==> config.mk <==
export PLATFORM = sky130hd
export DESIGN_NAME = pin_entry_verifier_flat
export DESIGN_NICKNAME = d
export VERILOG_FILES = /design/src/rtl/pin_entry_verifier_if.sv /design/src/rtl/pin_entry_verifier.sv /design/src/flat_wrapper.sv
export SDC_FILE = /design/constraint.sdc
export NUM_CORES = 1
export LEC_CHECK = 0
export CORE_MARGIN = 5
export CORE_UTILIZATION = 35
export CTS_CLUSTER_SIZE = 16
export DETAILED_ROUTE_END_ITERATION = 10
export HOLD_SLACK_MARGIN = 0.02
export SKIP_LAST_GASP = 1
export SYNTH_ARGS = -nofsm -noshare
export SYNTH_HDL_FRONTEND = slang
export SYNTH_SLANG_ARGS = --single-unit
==> constraint.sdc <==
create_clock -name clk -period 2.5 [get_ports clk]
set_clock_uncertainty 0.15 [all_clocks]
set_input_delay 0.5 -clock clk [delete_from_list [all_inputs] [get_ports clk]]
set_output_delay 0.5 -clock clk [all_outputs]
set_load 0.01 [all_outputs]
==> src/rtl/pin_entry_verifier_if.sv <==
// Bundle between the payment FSM / keypad and the PIN entry verifier.
// master: payment FSM and keypad side; slave: the verifier.
interface pin_entry_verifier_if #(
   parameter int PIN_DIGITS = 4
);
   localparam int CNT_W = $clog2(PIN_DIGITS + 1);

   logic                    pin_process_init;
   logic [4*PIN_DIGITS-1:0] ref_pin;
   logic                    key_valid;
   logic [3:0]              key_digit;
   logic                    key_clear;
   logic                    key_enter;
   logic                    pin_success;
   logic                    pin_fail;
   logic                    timeout_flag;
   logic                    pin_busy;
   logic [CNT_W-1:0]        digit_count;

   modport master (
      output pin_process_init, ref_pin, key_valid, key_digit, key_clear, key_enter,
      input  pin_success, pin_fail, timeout_flag, pin_busy, digit_count
   );

   modport slave (
      input  pin_process_init, ref_pin, key_valid, key_digit, key_clear, key_enter,
      output pin_success, pin_fail, timeout_flag, pin_busy, digit_count
   );
endinterface

==> src/rtl/pin_entry_verifier.sv <==
// PIN entry verifier: collects keypad digits for one attempt, compares them
// with the card's reference PIN and returns a single-cycle success/fail pulse.
//
// state   | meaning
// --------+------------------------------------------------------------
// IDLE    | waiting for pin_process_init; key strobes ignored
// COLLECT | accepting digits; inter-key timer running down
// CHECK   | one cycle: compare entry against ref_pin
// DONE    | one cycle: result pulse visible, then back to IDLE
module pin_entry_verifier #(
   parameter int PIN_DIGITS     = 4,
   parameter int TIMEOUT_CYCLES = 1000,
   parameter int TIMER_W        = 10
) (
   input logic                 clk,
   input logic                 reset,
   pin_entry_verifier_if.slave bus
);
   localparam int                 CNT_W      = $clog2(PIN_DIGITS + 1);
   localparam int                 BUF_W      = 4 * PIN_DIGITS;
   localparam logic [TIMER_W-1:0] TIMER_LOAD = TIMER_W'(TIMEOUT_CYCLES - 1);
   localparam logic [CNT_W-1:0]   CNT_FULL   = CNT_W'(PIN_DIGITS);

   typedef enum logic [1:0] {
      S_IDLE,
      S_COLLECT,
      S_CHECK,
      S_DONE
   } state_t;

   state_t             state, state_next;
   logic [BUF_W-1:0]   buffer, buffer_next;
   logic [CNT_W-1:0]   count, count_next;
   logic [TIMER_W-1:0] timer, timer_next;
   logic               success, success_next;
   logic               fail, fail_next;
   logic               tmo, tmo_next;
   logic               busy, busy_next;
   logic               digit_ok;

   // A digit counts only if it is BCD and the entry is not yet full.
   assign digit_ok = bus.key_valid && (bus.key_digit <= 4'd9) && (count < CNT_FULL);

   // State and datapath registers; every output comes straight from a flop.
   always_ff @(posedge clk or negedge reset) begin
      if (!reset) begin
         state   <= S_IDLE;
         buffer  <= '0;
         count   <= '0;
         timer   <= '0;
         success <= 1'b0;
         fail    <= 1'b0;
         tmo     <= 1'b0;
         busy    <= 1'b0;
      end else begin
         state   <= state_next;
         buffer  <= buffer_next;
         count   <= count_next;
         timer   <= timer_next;
         success <= success_next;
         fail    <= fail_next;
         tmo     <= tmo_next;
         busy    <= busy_next;
      end
   end

   // Next-state, datapath and registered-output decode.
   always_comb begin
      state_next   = state;
      buffer_next  = buffer;
      count_next   = count;
      timer_next   = timer;
      success_next = 1'b0;
      fail_next    = 1'b0;
      tmo_next     = 1'b0;
      case (state)
         S_IDLE: begin
            if (bus.pin_process_init) begin
               state_next  = S_COLLECT;
               buffer_next = '0;
               count_next  = '0;
               timer_next  = TIMER_LOAD;
            end
         end
         S_COLLECT: begin
            // Upstream abort outranks any key activity in the same cycle.
            if (!bus.pin_process_init) begin
               state_next  = S_IDLE;
               buffer_next = '0;
               count_next  = '0;
            end else if (bus.key_clear) begin
               buffer_next = '0;
               count_next  = '0;
               timer_next  = TIMER_LOAD;
            end else if (bus.key_enter) begin
               state_next = S_CHECK;
            end else if (digit_ok) begin
               buffer_next = {buffer[BUF_W-5:0], bus.key_digit};
               count_next  = count + CNT_W'(1);
               timer_next  = TIMER_LOAD;
            end else if (timer == '0) begin
               state_next = S_DONE;
               fail_next  = 1'b1;
               tmo_next   = 1'b1;
            end else begin
               timer_next = timer - TIMER_W'(1);
            end
         end
         S_CHECK: begin
            state_next = S_DONE;
            if ((count == CNT_FULL) && (buffer == bus.ref_pin)) begin
               success_next = 1'b1;
            end else begin
               fail_next = 1'b1;
            end
         end
         S_DONE: begin
            state_next = S_IDLE;
         end
         default: begin
            state_next = S_IDLE;
         end
      endcase
      busy_next = (state_next == S_COLLECT) || (state_next == S_CHECK);
   end

   assign bus.pin_success  = success;
   assign bus.pin_fail     = fail;
   assign bus.timeout_flag = tmo;
   assign bus.pin_busy     = busy;
   assign bus.digit_count  = count;
endmodule

==> src/flat_wrapper.sv <==
// flat-port wrapper written by rule: the top's interface ports become plain ports
module pin_entry_verifier_flat 
#(
   parameter int PIN_DIGITS     = 4,
   parameter int TIMEOUT_CYCLES = 1000,
   parameter int TIMER_W        = 10
)
  (clk, reset, bus_pin_process_init, bus_ref_pin, bus_key_valid, bus_key_digit, bus_key_clear, bus_key_enter, bus_pin_success, bus_pin_fail, bus_timeout_flag, bus_pin_busy, bus_digit_count);
  pin_entry_verifier_if #(.PIN_DIGITS(PIN_DIGITS)) bus_i ();
  input logic clk;
  input logic reset;
  input wire logic [$bits(bus_i.pin_process_init)-1:0] bus_pin_process_init;
  input wire logic [$bits(bus_i.ref_pin)-1:0] bus_ref_pin;
  input wire logic [$bits(bus_i.key_valid)-1:0] bus_key_valid;
  input wire logic [$bits(bus_i.key_digit)-1:0] bus_key_digit;
  input wire logic [$bits(bus_i.key_clear)-1:0] bus_key_clear;
  input wire logic [$bits(bus_i.key_enter)-1:0] bus_key_enter;
  output wire logic [$bits(bus_i.pin_success)-1:0] bus_pin_success;
  output wire logic [$bits(bus_i.pin_fail)-1:0] bus_pin_fail;
  output wire logic [$bits(bus_i.timeout_flag)-1:0] bus_timeout_flag;
  output wire logic [$bits(bus_i.pin_busy)-1:0] bus_pin_busy;
  output wire logic [$bits(bus_i.digit_count)-1:0] bus_digit_count;
  assign bus_i.pin_process_init = bus_pin_process_init;
  assign bus_i.ref_pin = bus_ref_pin;
  assign bus_i.key_valid = bus_key_valid;
  assign bus_i.key_digit = bus_key_digit;
  assign bus_i.key_clear = bus_key_clear;
  assign bus_i.key_enter = bus_key_enter;
  assign bus_pin_success = bus_i.pin_success;
  assign bus_pin_fail = bus_i.pin_fail;
  assign bus_timeout_flag = bus_i.timeout_flag;
  assign bus_pin_busy = bus_i.pin_busy;
  assign bus_digit_count = bus_i.digit_count;
  pin_entry_verifier #(.PIN_DIGITS(PIN_DIGITS), .TIMEOUT_CYCLES(TIMEOUT_CYCLES), .TIMER_W(TIMER_W)) u_core (.clk(clk), .reset(reset), .bus(bus_i));
endmodule
== Yosys cells after proc, flatten, opt, wreduce, memory -nomap -nowiden ==
Cells that the tools add are included.
Cells by class
  $add $sub $neg: 2
  $mul: 0
  divide/modulo/power cells: 0
  magnitude comparators: 2
  equality and inequality tests: 13
  shifts and indexed selects: 0
  mux-type cells: 36
  bitwise operators: 0
  reduce and logical (&&, ||, !) cells: 9
Operator list (number)
  16-bit two-way mux: 5
  10-bit two-way mux: 6
  16-bit case mux with 2 select lines: 1
  10-bit case mux with 2 select lines: 1
  16-bit equality test: 1
  3-bit two-way mux: 5
  2-bit two-way mux: 6
  10-bit logical NOT: 1
  10-bit by 1-bit subtractor with 10-bit output (second input constant): 1
  1-bit two-way mux: 9
  4-bit by 3-bit != test with 1-bit output (second input constant): 2
  2-bit case mux with 4 select lines: 1
  2-bit equality test (second input constant): 3
  3-bit case mux with 2 select lines: 1
  5-bit AND reduction: 1
  2-bit by 1-bit equality test with 1-bit output (second input constant): 2
  4-bit <= comparator (second input constant): 1
  2-bit != test (second input constant): 2
  4-bit != test (second input constant): 1
  4-bit AND reduction: 1
  3-bit by 1-bit adder with 3-bit output (second input constant): 1
  3-bit equality test (second input constant): 1
  1-bit logical AND: 3
  3-bit < comparator (second input constant): 1
  other kinds (5): 5
Storage, ports and cells
  bits in registers: 35
  latch bits: 0
  RAM bits: 0
  bits in read-only memories: 0
  output and inout port bits: 7
  memories kept: 0

== Logic depth before layout (Yosys ltp) ==
  depth in word-level cells: 10
  depth in mapped cells: 8
  gate-level depth less buffers: 7

== Worst setup path after synthesis ==
OpenSTA, ideal clock, no wires.
  path kind: register -> register
  start point: reg u_core.state[1]
  end point: reg u_core.buffer[15]
  setup time: 65 ps
  arrival: 1630 ps
  setup slack: 654 ps
  cell stages (with the launch flop): 7
  path buffers: 1
  cell sequence: dfrtp_1 > inv_1 > ha_1 > nand2_2 > nor4_4 > buf_2 > a22o_1
On the way
  cells in the longest elaborated chain, start to end: 3
RTL lines
  start, declared: RTL line pin_entry_verifier.sv:31  | state_t state, state_next;
  start signal, assigned: RTL line pin_entry_verifier.sv:56  | state <= state_next;
  2-bit by 1-bit equality test with 1-bit output / 2-bit logical NOT (equally long branches): RTL line pin_entry_verifier.sv:76  | case (state)
  4-bit by 3-bit != test with 1-bit output (no source line), or another cell as far along
  4-bit AND reduction (no source line)
  end signal, assigned: RTL line pin_entry_verifier.sv:57  | buffer <= buffer_next;
  end, declared: RTL line pin_entry_verifier.sv:32  | logic [BUF_W-1:0] buffer, buffer_next;
Several ways; a longest one is shown, not always the timed one.
A chain may end at the register's enable or synchronous reset.

== Worst setup path after layout ==
  start point: in bus_key_enter
  end point: reg u_core.count[0] (netlist: u_core.bus.digit_count[0])
On the way
  cells in the longest elaborated chain, start to end: 2
RTL lines
  start, declared: RTL line flat_wrapper.sv:17  | input wire logic [$bits(bus_i.key_enter)-1:0] bus_key_enter;
  4-bit != test (no source line)
  4-bit AND reduction (no source line)
  end signal, assigned: RTL line pin_entry_verifier.sv:58  | count <= count_next;
  end, declared: RTL line pin_entry_verifier.sv:33  | logic [CNT_W-1:0] count, count_next;
No other way between the ends.

==> qor.txt <==
net total in the final layout: 249
synthesized area: 1900 um^2
Logic pwr share: 34.3%
clock transition at the registers of the reported paths: 0.07 ns
area overhead of the layout relative to synthesis: 30.3%
Remaining DRCs: 0
Int Pwr: 1.29 mW
Total Die Area: 7000 um^2
Critical Path AT: 2.23 ns
post-CTS resize count: 0
Tot Pwr: 1.94 mW
Placed Instance Area: 2340 um^2
setup violation total in the final timing report: 0
sequential area share after synthesis: 46.1%
IO buf count: 32
pwr/cell area: 782 nW/um^2
layout cells sized above 1: 11.9%
pin count of the biggest net entering global routing: 36
final hold vios: 0
RSZ-0062 raised after global routing: no
synthesized flop and latch total: 35
DRT iter0 DRCs: 42
global route overflow: 0
worst hold slack: 0.377 ns
RR Startpoint: u_core.state[1]$_DFF_PN0_
DR WL/cell: 13.8 um
Critical Path Source: bus_key_enter
Clock Sinks: 35
initial antenna violation count: 0
dpl hpwl: 2990 um
Sw Share: 33.3%
Post-synth top cells: 35 x dfrtp_1, 18 x a22o_1, 14 x xor2_1
Worst Path Required: 2.57 ns
core area: 5200 um^2
Post-synth top flop: dfrtp_1
die height: 83.7 um
fin crit period: 2.15 ns
Post-synth EDFFs: 0
post-CTS setup repair buffer count: 0
Final Max Slew Viols: 0
clock latency on the worst-skew pair: 0.28 ns
fill cell count: 516
Final Cell Area: 2480 um^2
die width: 83.7 um
Detailed Routing Iterations Pass 1: 4
CP Launch Type: primary input
drt via density: 5.06
relative slew slack: 52.2%
sum of negative setup slack: 0 ns
post-cts hold buffer count: 0
reg2reg path depth: 5
largest area contributor in the netlist: dfrtp_1
IO Count: 33
worst flop-to-flop path endpoint: u_core.bus.digit_count[0]$_DFFE_PN0P_
CTS H-tree lvls: 2
final WL: 3970 um
Async SR Flop Fraction: 100%
clock buffer depth: 2
Max IR drop VDD: 0.000297 V
fin crit share: 86.2%
main area contributors after synthesis: dfrtp_1 46%, a22o_1 8.3%, xor2_1 6.5%
CP endpoint kind: register
leak pwr: 1.04 nW
first-pass GRT wire length: 6850 um
clk root buf: clkbuf_8
Seq pwr share: 34.0%
Site Rows: 26
clock share of power: 31.7%
Max Cap Viol: 0
via count: 1457
Yosys cell types: 46
fin util: 47.6%
YS warnings: 0
CTS tree: yes
n_diodes: 0
R2R Setup Slk: 0.43 ns
post-synth top area share: 46.1%
status: complete, no violations
Starting Density: 36.5%
antenna viol nets, final: 0
crit-path max FO: 18
Inserted Clock Buffers: 5
placer congestion estimate: 0.799
crit path kind: in -> reg
P_sw: 645 uW
worst setup path end: u_core.bus.digit_count[0]$_DFFE_PN0P_
mean post-synth cell area: 10.8 um^2
Mapped Cells: 176
GR Util All Layers: 11.9%
syn_nets: 208
fmax: 0.464 GHz
vias in the first global route: 1419
Worst Max-Slew Pin Slew: 0.717 ns
top-count cell post-synth: dfrtp_1
Hold WC Path Type: reg -> reg
## cell families after synthesis
logic type | share of synthesized area, %
AO/OA/AOI/OAI | 22.2
AND/OR/NAND/NOR | 15.7
flip-flops | 46.1
XOR/XNOR | 8.76
buffers and inverters | 2.76
adder cells (fa/ha/maj) | 3.95
multiplexers | 0.592
## metal layers
metal / track usage, % / part of all wire, %
met5: 0 / 0
met4: 3.51 / 0.68
met3: 3.55 / 5.6
met2: 17.8 / 46
met1: 16.7 / 48
## critical path, cell delays in order
cell and delay, ns:
clkdlybuf4s50_1 0.56, nor2b_1 0.24, nor2_1 0.08, o21bai_2 0.57, mux2_2 0.27
## cell usage in the layout, fill, tap and decap left out, types with 2 or more instances in the layout
master           count
clkbuf_8             5
o211ai_1             2
o21ai_0              8
dfrtp_1             35
xor2_1              14
nor2b_1              3
ha_1                 6
nor4_4               2
bufinv_16            2
a21oi_1              8
and3_1               2
buf_4                4
a22o_1              18
inv_1               10
nor4_1               5
nor2_1              11
clkdlybuf4s50_1     32
o21ai_1              3
nand2_1              9
or4_1                2
nor3_1               3
xnor2_1              5
## power groups by stage
| stage | combinational (mW) | clock, mW | sequential [mW] |
|---|---|---|---|
| after floorplan | 0.471 | 0 | 0.669 |
| after global placement | 0.676 | 0 | 0.670 |
| after detailed placement | 0.675 | 0 | 0.669 |
| after CTS | 0.675 | 0.620 | 0.659 |
| after global routing | 0.748 | 0.648 | 0.666 |
| final | 0.665 | 0.614 | 0.659 |
## sequential cells by signal, indices dropped and copies added, names as in the netlist
register	count
u_core.bus.pin_success	1
u_core.bus.timeout_flag	1
u_core.timer	10
u_core.bus.digit_count	3
u_core.state	2
u_core.buffer	16
u_core.bus.pin_fail	1
u_core.bus.pin_busy	1
## per-stage QoR
step | cells | worst slack (ns)
global placement | 280 | -0.0101
detailed placement | 280 | 0.0306
CTS | 288 | 0.327
floorplan | 176 | 0.654
global route | 288 | 0.158
finish | 288 | 0.345
## final cells by class
| type | instances | area, um^2 | area share [%] |
|---|---|---|---|
| clock buffers | 6 | 72.6 | 2.93 |
| clock inverters | 2 | 60.1 | 2.43 |
| inverters | 10 | 37.5 | 1.52 |
| multi-input cells | 128 | 972 | 39.3 |
| flip-flops and latches | 35 | 876 | 35.4 |
| well taps | 70 | 87.6 | 3.54 |
| repair buffers | 37 | 370 | 15.0 |
## worst min-delay path by stage
stage / startpoint / depth (start not counted) / to / slack [ns]
finish: u_core.buffer[12]$_DFFE_PN0P_ / 1 / u_core.buffer[12]$_DFFE_PN0P_ / 0.38
global route: u_core.buffer[6]$_DFFE_PN0P_ / 1 / u_core.buffer[10]$_DFFE_PN0P_ / 0.41
CTS: u_core.timer[2]$_DFFE_PN0P_ / 1 / u_core.timer[2]$_DFFE_PN0P_ / 0.38
detailed placement: u_core.timer[2]$_DFFE_PN0P_ / 1 / u_core.timer[2]$_DFFE_PN0P_ / 0.36
global placement: u_core.timer[2]$_DFFE_PN0P_ / 1 / u_core.timer[2]$_DFFE_PN0P_ / 0.37
floorplan: reset / 0 / u_core.buffer[0]$_DFFE_PN0P_ / 0.05
Note: power is estimated with default switching activity, not from simulation.
